File: config.mk
export PLATFORM = sky130hd
export DESIGN_NAME = serial_adder_ctrl
export DESIGN_NICKNAME = d
export VERILOG_FILES = /design/src/rtl/serial_adder_pkg.sv /design/src/rtl/serial_adder_ctrl_faob.sv /design/src/rtl/serial_adder_ctrl.sv
export SDC_FILE = /design/constraint.sdc
export NUM_CORES = 1
export LEC_CHECK = 0
export CAP_MARGIN = 30
export CORE_MARGIN = 4
export CORE_UTILIZATION = 45
export CTS_BUF_LIST = sky130_fd_sc_hd__clkbuf_8
export CTS_CLUSTER_DIAMETER = 30
export DETAILED_ROUTE_END_ITERATION = 10
export GPL_TIMING_DRIVEN = 0
export PLACE_DENSITY = 0.72
export SETUP_SLACK_MARGIN = 0.2
export SLEW_MARGIN = 20
export SYNTH_ARGS = -nofsm -noshare
export SYNTH_HDL_FRONTEND = slang
export SYNTH_HIERARCHICAL = 1
export SYNTH_SLANG_ARGS = --single-unit
export TNS_END_PERCENT = 10
File: constraint.sdc
create_clock -name CLK_in -period 3.7 [get_ports CLK_in]
set_clock_uncertainty 0.2 [all_clocks]
set_input_delay 0.74 -clock CLK_in [delete_from_list [all_inputs] [get_ports CLK_in]]
set_output_delay 0.74 -clock CLK_in [all_outputs]
set_load 0.05 [all_outputs]
File: src/rtl/serial_adder_pkg.sv
// Shared definitions for the bit-serial adder: FSM state encoding and counter sizing.
// Latency: n/a (package only).
// Backpressure: n/a.
package serial_adder_pkg;

  localparam logic [1:0] S_IDLE  = 2'd0;
  localparam logic [1:0] S_SHIFT = 2'd1;
  localparam logic [1:0] S_DONE  = 2'd2;

  typedef enum logic [1:0] {
    ST_IDLE  = S_IDLE,
    ST_SHIFT = S_SHIFT,
    ST_DONE  = S_DONE
  } state_t;

  // Bit counter width; a 1-bit operand still needs a 1-bit counter.
  function automatic int cnt_width(input int n);
    return (n <= 1) ? 1 : $clog2(n);
  endfunction

endpackage

File: src/rtl/serial_adder_ctrl_faob.sv
// One-bit full adder cell, the shared datapath element of the serial adder.
// Latency: purely combinational, zero cycles.
// Backpressure: none; no handshake.
// Ports: i_a, i_b, i_cin operand/carry bits; o_q sum bit; o_cout carry out.
module serial_adder_ctrl_faob (
  input  logic i_a,
  input  logic i_b,
  input  logic i_cin,
  output logic o_q,
  output logic o_cout
);

  logic w_axb;

  assign w_axb  = i_a ^ i_b;
  assign o_q    = w_axb ^ i_cin;
  assign o_cout = (i_a & i_b) | (i_cin & w_axb);

endmodule

File: src/rtl/serial_adder_ctrl.sv
// Bit-serial N-bit adder: one full-adder cell stepped over N cycles, LSB first.
// Latency: start accepted at edge t -> DONE_out high after edge t+N; one add per N+1 cycles.
// Backpressure: START_in accepted only in IDLE/DONE; ignored (not queued) while BUSY_out.
// Ports: CLK_in clock; RST_in async active-high reset; START_in request; A_in/B_in/C_in
//        operands captured on accept; BUSY_out in SHIFT; DONE_out one-cycle pulse;
//        Q_out/C_out sum and carry, updated on SHIFT->DONE and held until the next result.
module serial_adder_ctrl
  import serial_adder_pkg::*;
#(
  parameter int N = 8
) (
  input  logic         CLK_in,
  input  logic         RST_in,
  input  logic         START_in,
  input  logic [N-1:0] A_in,
  input  logic [N-1:0] B_in,
  input  logic         C_in,
  output logic         BUSY_out,
  output logic         DONE_out,
  output logic [N-1:0] Q_out,
  output logic         C_out
);

  localparam int             CW       = cnt_width(N);
  localparam logic [CW-1:0]  CNT_LAST = CW'(N - 1);

  state_t        r_state;
  logic [N-1:0]  r_a_sh;
  logic [N-1:0]  r_b_sh;
  logic [N-1:0]  r_q_sh;
  logic          r_carry;
  logic [CW-1:0] r_cnt;
  logic          r_busy;
  logic          r_done;
  logic [N-1:0]  r_q;
  logic          r_c;

  logic          w_fa_q;
  logic          w_fa_cout;
  logic [N:0]    w_q_cat;
  logic [N-1:0]  w_q_next;

  serial_adder_ctrl_faob u_faob (
    .i_a    (r_a_sh[0]),
    .i_b    (r_b_sh[0]),
    .i_cin  (r_carry),
    .o_q    (w_fa_q),
    .o_cout (w_fa_cout)
  );

  // New sum bit enters at the MSB and the partial sum shifts right; after N
  // steps the LSB-first bits sit in their natural positions. Shifting the
  // concatenation keeps this valid for N=1 as well.
  assign w_q_cat  = {w_fa_q, r_q_sh};
  assign w_q_next = N'(w_q_cat >> 1);

  always_ff @(posedge CLK_in or posedge RST_in) begin
    if (RST_in) begin
      r_state <= ST_IDLE;
      r_a_sh  <= '0;
      r_b_sh  <= '0;
      r_q_sh  <= '0;
      r_carry <= 1'b0;
      r_cnt   <= '0;
      r_busy  <= 1'b0;
      r_done  <= 1'b0;
      r_q     <= '0;
      r_c     <= 1'b0;
    end else begin
      case (r_state)
        // DONE accepts a new request exactly like IDLE, giving back-to-back adds.
        ST_IDLE, ST_DONE: begin
          r_done <= 1'b0;
          if (START_in) begin
            r_a_sh  <= A_in;
            r_b_sh  <= B_in;
            r_carry <= C_in;
            r_q_sh  <= '0;
            r_cnt   <= '0;
            r_busy  <= 1'b1;
            r_state <= ST_SHIFT;
          end else begin
            r_busy  <= 1'b0;
            r_state <= ST_IDLE;
          end
        end
        ST_SHIFT: begin
          r_a_sh  <= r_a_sh >> 1;
          r_b_sh  <= r_b_sh >> 1;
          r_q_sh  <= w_q_next;
          r_carry <= w_fa_cout;
          r_cnt   <= r_cnt + 1'b1;
          if (r_cnt == CNT_LAST) begin
            // Result registers move only here, so they hold through IDLE
            // and through the next operation's SHIFT phase.
            r_q     <= w_q_next;
            r_c     <= w_fa_cout;
            r_busy  <= 1'b0;
            r_done  <= 1'b1;
            r_state <= ST_DONE;
          end
        end
        default: begin
          r_busy  <= 1'b0;
          r_done  <= 1'b0;
          r_state <= ST_IDLE;
        end
      endcase
    end
  end

  assign BUSY_out = r_busy;
  assign DONE_out = r_done;
  assign Q_out    = r_q;
  assign C_out    = r_c;

endmodule

==> results of run 1 <==
[logic make-up after synthesis]
group                      count (synthesis)
DFF                                       39
AOI/OAI and AO/OA                         32
muxes                                     17
buffers and inverters                     12
adders and majority gates                  3
and+or+nand+nor                           36
[power groups by stage]
stage / clock (W) / sequential [W] / combinational (W)
after floorplan: 0 / 0.000903 / 0.000503
after CTS: 0.000272 / 0.000751 / 0.000919
final: 0.000267 / 0.000751 / 0.000910
after global routing: 0.000291 / 0.000775 / 0.00100
after detailed placement: 0 / 0.000759 / 0.000916
after global placement: 0 / 0.000744 / 0.000884
[routing by layer]
metal / up-vias / wire, um / GRT usage, %
li1: 581 / - / -
met1: 602 / 1520 / 19.5
met2: 30 / 1600 / 24.0
met3: 5 / 162 / 5.36
met4: 0 / 46 / 5.21
met5: - / 0 / 0
[stage by stage]
step           utilization, %  setup slack [ns]  std cells  total power (W)
3_3_place_gp             56.2              1.10        217          0.00163
6_report                 59.2              1.31        226          0.00193
4_1_cts                  59.2              1.29        226          0.00194
2_1_floorplan               -              1.87        139          0.00141
3_5_place_dp             56.9              1.38        218          0.00167
5_1_grt                  59.2              1.27        226          0.00207
[cells in the mapped netlist]
cell	number
o22ai_1	10
o21ai_0	4
mux2i_1	5
nor2_1	11
nand2_2	1
nand2b_1	2
buf_6	1
a21oi_1	3
clkbuf_1	1
a221o_1	1
mux2_2	12
nor3_1	10
o31ai_1	1
a22o_1	9
nor2_4	1
nand2_1	1
a211oi_1	3
nor2b_4	1
buf_2	2
inv_1	3
nor2b_1	4
and3b_1	1
fa_1	1
ha_1	2
a22oi_1	1
dfrtp_1	39
buf_4	5
nand3_1	4
[final timing paths]
| check | startpoint | endpoint | slack, ns | cells past startpoint |
|---|---|---|---|---|
| hold reg to reg | Q_out[2] | Q_out[2] | 0.31 | 1 |
| max in group asynchronous | RST_in | r_a_sh[5] | 2.31 | 3 |
| setup reg to reg | r_cnt[0] | Q_out[3] | 1.96 | 4 |
| hold / removal | Q_out[2] | Q_out[2] | 0.31 | 1 |
| setup / recovery | C_out | C_out | 1.31 | 1 |
| min in group asynchronous | RST_in | r_a_sh[3] | 0.54 | 2 |
[sequential cells by signal, indices dropped and copies added, names as in the netlist]
name,flops
Q_out,8
r_a_sh,8
r_b_sh,8
r_q_sh,7
r_cnt,3
r_state,2
BUSY_out,1
C_out,1
r_carry,1
[area by class of cell]
class                   instances  area [um2]  share of cell area (%)
flip-flops and latches         39         976                    45.1
multi-input cells              88         647                    29.9
repair buffers                 31         328                    15.1
clock buffers                   5        68.8                    3.18
plain buffers                   9        62.6                    2.89
well taps                      48        60.1                    2.77
clock inverters                 3        12.5                   0.578
inverters                       3        11.3                   0.520
==> results.json, run 1 <==
{
  "synth.top_cell.area_share_pct": 57.5,
  "cts-buffers-inserted": 5,
  "die_h_um": 69.4,
  "final_cell_mix": "39 x dfrtp_1, 30 x clkdlybuf4s50_1, 12 x mux2_2, 11 x nor2_1",
  "avgSynthCellArea_um2": 12.2,
  "synth.distinct_cells": 28,
  "yosys_warnings": 6,
  "synthTopCellsByArea": "dfrtp_1 58%, mux2_2 8.0%, a22o_1 4.6%, o22ai_1 3.7%, mux2i_1 2.9%",
  "ioPinCount": 31,
  "cp_num_buf_inv": 1,
  "fin_crit_ns": 2.39,
  "comb_power_share_pct": 47.2,
  "final_common_cell": "dfrtp_1",
  "drive_gt1_share_pct": 17.4,
  "initial_core_util_pct": 46.3,
  "critPathKind": "reg -> out",
  "critPathSlowestCell": "clkdlybuf4s50_1",
  "synth_xor_xnor_area_share_pct": 0,
  "outcome": "finished, final reports clean",
  "syn_inst": 139,
  "setup_viol_count_final": 0,
  "die_area_mm2": 0.00482,
  "synth_mux_area_share_pct": 10.9,
  "drt_first_iter_violations": 74,
  "ys_ff_latch": 39,
  "grt_pass1_wl_um": 5890,
  "path_max_fanout": 2,
  "clk_pin_slew_ns": 0.07,
  "intPower_w": 0.00116,
  "antenna_found_initial": 0,
  "required_ns": 2.76,
  "holdWs_ns": 0.307,
  "n_fill_cell": 318,
  "syn_nets": 162,
  "clock_latency_ns": 0.29,
  "gr-total-overflow": 0,
  "antenna_cells": 0,
  "start_kind": "register",
  "syn_to_final_growth_pct": 27.7,
  "leakagePower_nw": 0.961,
  "vdd_drop_max_mv": 0.345,
  "nNetsFinal": 200,
  "grt_max_degree": 26,
  "synth_top_cell_by_area": "dfrtp_1",
  "path_cells": "clkdlybuf4s50_1",
  "synth_top_family_by_area": "compound AO/OA/AOI/OAI gates",
  "synthAdderAreaFrac_pct": 2.65,
  "synth_area_mm2": 0.00170,
  "die_x_um": 69.4,
  "slew_headroom_pct": 66.7,
  "post_drt_via_cell_ratio": 5.39,
  "synth_compound_area_share_pct": 13.2,
  "dpl_cell_area_mm2": 0.00208,
  "port_buffers": 30,
  "finalCritPeriodShare_pct": 64.6,
  "endpoint_kind": "output port",
  "ys_seq_area_share_pct": 57.5,
  "worst_pin_slew_ns": 0.498,
  "grt.total_usage_pct": 15.3,
  "p_clk_share_pct": 13.8,
  "htree_levels": 2,
  "seqPwrFrac_pct": 38.9,
  "ant_nets": 0,
  "vias": 1218,
  "place.gp.congestion": 0.776,
  "crit_family": "buffers and inverters",
  "final_area_mm2": 0.00217,
  "max_stage_delay_ns": 0.81,
  "ctsHoldBuffers": 0,
  "p_per_area_mw_per_mm2": 890,
  "core_mm2": 0.00366,
  "drv_slew": 0,
  "remaining_drc_errors": 0,
  "first_global_vias": 1215,
  "p_switching_w": 0.000764,
  "swShare_pct": 39.6,
  "firstDrtPassIters": 4,
  "cts_setup_buffers": 0,
  "cts_tree": "yes",
  "drt_wl_total_um": 3330,
  "hpwl_um": 2430,
  "wl_per_cell_um": 14.7,
  "clockRootBuffer": "clkbuf_8",
  "cap_violations": 0,
  "worstPathArrival_ns": 1.45,
  "hold_path.class": "reg -> reg",
  "cts_sinks": 39,
  "clock_path_buffers": 2,
  "yosys.area_share.simple_pct": 11.4,
  "fmax_ghz": 0.418,
  "fin_tns_setup_ns": 0,
  "cts_resized": 0,
  "num_rows": 22,
  "finalHoldViolations": 0,
  "rsz0062_at_grt": "false"
}
(Power assumes the default switching activity.)
==> run 2, diff against run 1 <==
==> constraint.sdc (replaced) <==
create_clock -name CLK_in -period 2.2 [get_ports CLK_in]
set_clock_uncertainty 0.2 [all_clocks]
set_input_delay 0.44 -clock CLK_in [delete_from_list [all_inputs] [get_ports CLK_in]]
set_output_delay 0.44 -clock CLK_in [all_outputs]
set_load 0.05 [all_outputs]
==> run 2 against run 1 <==
Combinational power increased by 68%. Setup slack got worse by 1.2 ns. Via count is essentially flat. Die area unchanged. Core utilization about the same. Worst hold slack worse by 0.064 ns.
==> results.json, run 2 (synthesis results as in run 1) <==
{
  "outcome": "finished, final reports clean",
  "first_global_vias": 1215,
  "port_buffers": 30,
  "initial_core_util_pct": 46.3,
  "nNetsFinal": 200,
  "antenna_found_initial": 0,
  "worstPathArrival_ns": 1.43,
  "htree_levels": 2,
  "final_cell_mix": "39 x dfrtp_1, 28 x clkdlybuf4s50_1, 12 x mux2_2, 11 x nor2_1",
  "start_kind": "register",
  "hold_path.class": "in -> async",
  "wl_per_cell_um": 14.7,
  "pre_cts_slack_ns": 0.175,
  "n_fill_cell": 317,
  "p_per_area_mw_per_mm2": 1490,
  "fin_util_pct": 59.2,
  "intPower_w": 0.00195,
  "critPathKind": "reg -> out",
  "firstDrtPassIters": 4,
  "cp_num_buf_inv": 1,
  "vdd_drop_max_mv": 0.581,
  "vias": 1219,
  "rrSetupSlack_ns": 0.46,
  "slew_headroom_pct": 66.5,
  "cap_violations": 0,
  "seqPwrFrac_pct": 39.0,
  "die_x_um": 69.4,
  "endpoint_kind": "output port",
  "grt.total_usage_pct": 15.3,
  "critPathSlowestCell": "clkdlybuf4s50_1",
  "p_switching_w": 0.00129,
  "clk_pin_slew_ns": 0.07,
  "cts_setup_buffers": 0,
  "clockRootBuffer": "clkbuf_8",
  "grt_pass1_wl_um": 5890,
  "core_mm2": 0.00366,
  "worst_slack_ns": 0.128,
  "ant_nets": 0,
  "cts_sinks": 39,
  "hpwl_um": 2430,
  "fin_crit_ns": 2.07,
  "r2r_end": "Q_out[3]",
  "ioPinCount": 31,
  "cp-endpoint": "DONE_out",
  "multiInputGateArea_um2": 647,
  "path_cells": "clkdlybuf4s50_1",
  "syn_to_final_growth_pct": 27.7,
  "clock_path_buffers": 2,
  "antenna_cells": 0,
  "crit_family": "buffers and inverters",
  "path_depth": 1,
  "reg2reg_depth": 4,
  "worst_pin_slew_ns": 0.501,
  "place.gp.congestion": 0.776,
  "post_drt_via_cell_ratio": 5.39,
  "die_h_um": 69.4,
  "drt_first_iter_violations": 71,
  "max_stage_delay_ns": 0.80,
  "cts_tree": "yes",
  "gr-total-overflow": 0,
  "rsz0062_at_grt": "true",
  "place_inst": 218,
  "area.sequential_um2": 976,
  "cp-startpoint": "r_state[1]",
  "path_max_fanout": 2,
  "remaining_drc_errors": 0,
  "leakagePower_nw": 0.975,
  "num_rows": 22,
  "r2r-start": "r_cnt[0]",
  "clock_latency_ns": 0.29,
  "setup_viol_count_final": 0,
  "drv_slew": 0,
  "stdcell_count": 226,
  "drt_wl_total_um": 3330,
  "die_area_mm2": 0.00482,
  "required_ns": 1.56,
  "grt_max_degree": 26,
  "swShare_pct": 39.8,
  "final_common_cell": "dfrtp_1",
  "holdWs_ns": 0.243,
  "p_clk_share_pct": 13.9,
  "finalCritPeriodShare_pct": 94.2,
  "comb_power_share_pct": 47.2,
  "cts-buffers-inserted": 5,
  "finalHoldViolations": 0,
  "drive_gt1_share_pct": 17.4,
  "fmax_ghz": 0.483
}
run 2: cell types whose count changed in the layout (fill, tap and decap cells not counted), sizes merged:
cell           change
clkdlybuf4s50      -2
dlymetal6s2s       +1
dlygate4sd2        +1
run 2: timing repair:
item | CTS | global route
cloned | 0 | 0
hold buffers | 0 | 0
pin swaps | 0 | 0
endpoints found under the setup margin | 11 | 10
resized for setup | 1 | 1
run 2: area by class of cell:
class | count | share of cell area [%]
Inverter | 3 | 0.520
Multi-Input combinational cell | 88 | 29.8
Timing Repair Buffer | 31 | 15.2
Tap cell | 48 | 2.77
Clock inverter | 3 | 0.577
Clock buffer | 5 | 3.18
Sequential cell | 39 | 45.0
Buffer | 9 | 2.89
run 2: power by group through the flow:
stage | Clock [W] | Sequential (W) | Combinational [W]
after global placement | 0 | 0.00125 | 0.00149
after floorplan | 0 | 0.00152 | 0.000846
after CTS | 0.000457 | 0.00126 | 0.00154
after detailed placement | 0 | 0.00128 | 0.00154
after global routing | 0.000489 | 0.00130 | 0.00168
final | 0.000449 | 0.00126 | 0.00153
run 2: layer usage:
metal  vias to the layer above  part of all wire (%)  GRT usage (%)  wire length [um]
met4                         0                   1.4           5.21                46
met1                       598                    46           19.5              1530
li1                        581                     -              -                 -
met3                         5                   5.0           5.36               167
met5                         -                     0              0                 0
met2                        35                    48           24.0              1590
run 2: worst min-delay path by stage:
| stage | to | from | cells past startpoint |
|---|---|---|---|
| after detailed placement | r_q_sh[1] | r_q_sh[1] | 1 |
| after floorplan | r_q_sh[1] | r_q_sh[1] | 1 |
| after global placement | r_q_sh[1] | r_q_sh[1] | 1 |
| after CTS | r_a_sh[3] | RST_in | 2 |
| final | r_a_sh[3] | RST_in | 2 |
| after global routing | r_b_sh[4] | RST_in | 2 |
run 2: stage by stage:
step                      TNS (ns)  total power [W]  instance area (um2)
after global placement       -3.80          0.00274                 2060
after global routing             0          0.00347                 2170
final                            0          0.00324                 2170
after detailed placement         0          0.00282                 2080
after CTS                        0          0.00326                 2160
after floorplan                  0          0.00236                 1700
==> run 3, diff against run 2 <==
--- a/config.mk
+++ b/config.mk
@@ -7,12 +7,12 @@
 export LEC_CHECK = 0
 export CAP_MARGIN = 30
 export CORE_MARGIN = 4
-export CORE_UTILIZATION = 45
+export CORE_UTILIZATION = 50
 export CTS_BUF_LIST = sky130_fd_sc_hd__clkbuf_8
 export CTS_CLUSTER_DIAMETER = 30
 export DETAILED_ROUTE_END_ITERATION = 10
 export GPL_TIMING_DRIVEN = 0
-export PLACE_DENSITY = 0.72
+export PLACE_DENSITY = 0.79
 export SETUP_SLACK_MARGIN = 0.2
 export SLEW_MARGIN = 20
 export SYNTH_ARGS = -nofsm -noshare
==> run 3 against run 2 <==
Sequential power about the same. Critical path depth unchanged. Sequential share of layout area is 0.87 points higher. Routed wire length is 0.99% higher. Count of clock-buffer cells in the layout did not move. Via count down 1.3%. Core utilization rose by 8.2 points. Total power is 1.3% lower. Setup slack lost 0.013 ns. First-iteration DRC count fell by 28%.
==> results.json, run 3 (synthesis results as in run 1) <==
{
  "clockRootBuffer": "clkbuf_8",
  "clock_latency_ns": 0.28,
  "cp-endpoint": "C_out",
  "critPathKind": "reg -> out",
  "firstDrtPassIters": 4,
  "finalHoldViolations": 0,
  "cap_violations": 0,
  "p_per_area_mw_per_mm2": 1500,
  "stdcell_count": 219,
  "path_max_fanout": 2,
  "place.gp.congestion": 0.765,
  "htree_levels": 2,
  "start_kind": "register",
  "grt_pass1_wl_um": 5910,
  "slew_headroom_pct": 47.8,
  "crit_family": "buffers and inverters",
  "hpwl_um": 2450,
  "drive_gt1_share_pct": 16.6,
  "worst_pin_slew_ns": 0.782,
  "grt_max_degree": 40,
  "clock_path_buffers": 2,
  "ioPinCount": 31,
  "port_buffers": 30,
  "die_h_um": 66.3,
  "drv_slew": 0,
  "n_fill_cell": 248,
  "path_cells": "clkdlybuf4s50_1",
  "cts_tree": "yes",
  "final_cell_mix": "39 x dfrtp_1, 28 x clkdlybuf4s50_1, 12 x mux2_2, 11 x nor2_1",
  "nNetsFinal": 199,
  "rrSetupSlack_ns": 0.46,
  "rsz0062_at_grt": "true",
  "core_mm2": 0.00315,
  "post_drt_via_cell_ratio": 5.49,
  "vdd_drop_max_mv": 0.729,
  "max_stage_delay_ns": 0.82,
  "cp_num_buf_inv": 1,
  "antenna_cells": 0,
  "final_common_cell": "dfrtp_1",
  "initial_core_util_pct": 53.8,
  "cts_setup_buffers": 0,
  "endpoint_kind": "output port",
  "ant_nets": 0,
  "reg2reg_depth": 4,
  "r2r-start": "r_cnt[0]",
  "fin_crit_ns": 2.09,
  "r2r_end": "C_out",
  "antenna_found_initial": 0,
  "hold_path.class": "reg -> reg",
  "drt_wl_total_um": 3370,
  "die_x_um": 66.3,
  "vias": 1203,
  "syn_to_final_growth_pct": 25.3,
  "path_depth": 1,
  "finalCritPeriodShare_pct": 94.8,
  "wl_per_cell_um": 15.4,
  "holdPathStages": 2,
  "gr-total-overflow": 0,
  "cts-buffers-inserted": 5,
  "fmax_ghz": 0.480,
  "critPathSlowestCell": "clkdlybuf4s50_1",
  "grt.total_usage_pct": 17.8,
  "area.sequential_um2": 976,
  "cp-startpoint": "C_out",
  "die_area_mm2": 0.00439,
  "cts_sinks": 39,
  "num_rows": 20,
  "dpl_cell_area_mm2": 0.00205,
  "setup_viol_count_final": 0,
  "drt_first_iter_violations": 51,
  "multiInputGateArea_um2": 647,
  "worstPathArrival_ns": 1.45,
  "leakagePower_nw": 0.954,
  "first_global_vias": 1263,
  "clk_pin_slew_ns": 0.07,
  "remaining_drc_errors": 0,
  "outcome": "finished, final reports clean",
  "required_ns": 1.56,
  "final_area_mm2": 0.00213,
  "place_inst": 213
}
[run 3: worst min-delay path by stage]
stage / start / end / slack [ns]
6_report: r_b_sh[6] / r_b_sh[6] / 0.30
5_1_grt: Q_out[6] / Q_out[6] / 0.32
4_1_cts: r_b_sh[6] / r_b_sh[6] / 0.30
3_5_place_dp: r_b_sh[6] / r_b_sh[6] / 0.29
3_3_place_gp: r_q_sh[1] / r_q_sh[1] / 0.28
2_1_floorplan: r_q_sh[1] / r_q_sh[1] / 0.26
[run 3: metal layers]
layer / global-route usage, % / routed length [um] / vias to the layer above
met1: 22.8 / 1450 / 598
met4: 7.11 / 42 / 0
met2: 29.1 / 1730 / 26
met3: 3.91 / 146 / 5
met5: 0 / 0 / -
li1: - / - / 574
[run 3: cell type report]
class	instances	share of cell area [%]
well taps	44	2.59
clock buffers	5	3.24
multi-input cells	88	30.4
clock inverters	1	0.177
inverters	3	0.530
flip-flops and latches	39	45.9
plain buffers	9	2.94
repair buffers	30	14.2
[run 3: what timing repair did]
action                                 CTS  global route
endpoints found under the hold margin    0             0
setup endpoints to repair               11            10
hold buffers                             0             0
gates resized for setup                  1             1
[run 3: report_power, final]
group	switching, W	internal [W]	total (W)
Clock	0.000209	0.000206	0.000415
Combinational	0.000843	0.000677	0.00152
Sequential	0.000210	0.00105	0.00126
[run 3: metrics by stage]
| stage | worst slack [ns] | TNS [ns] | util [%] | power (W) | hold WS, ns |
|---|---|---|---|---|---|
| floorplan | 0.447 | 0 | - | 0.00236 | 0.262 |
| global placement | -0.0634 | -2.44 | 65.1 | 0.00273 | 0.281 |
| detailed placement | 0.204 | 0 | 65.1 | 0.00282 | 0.285 |
| CTS | 0.102 | 0 | 67.3 | 0.00324 | 0.303 |
| global route | 0.0795 | 0 | 67.4 | 0.00345 | 0.319 |
| finish | 0.115 | 0 | 67.4 | 0.00320 | 0.303 |
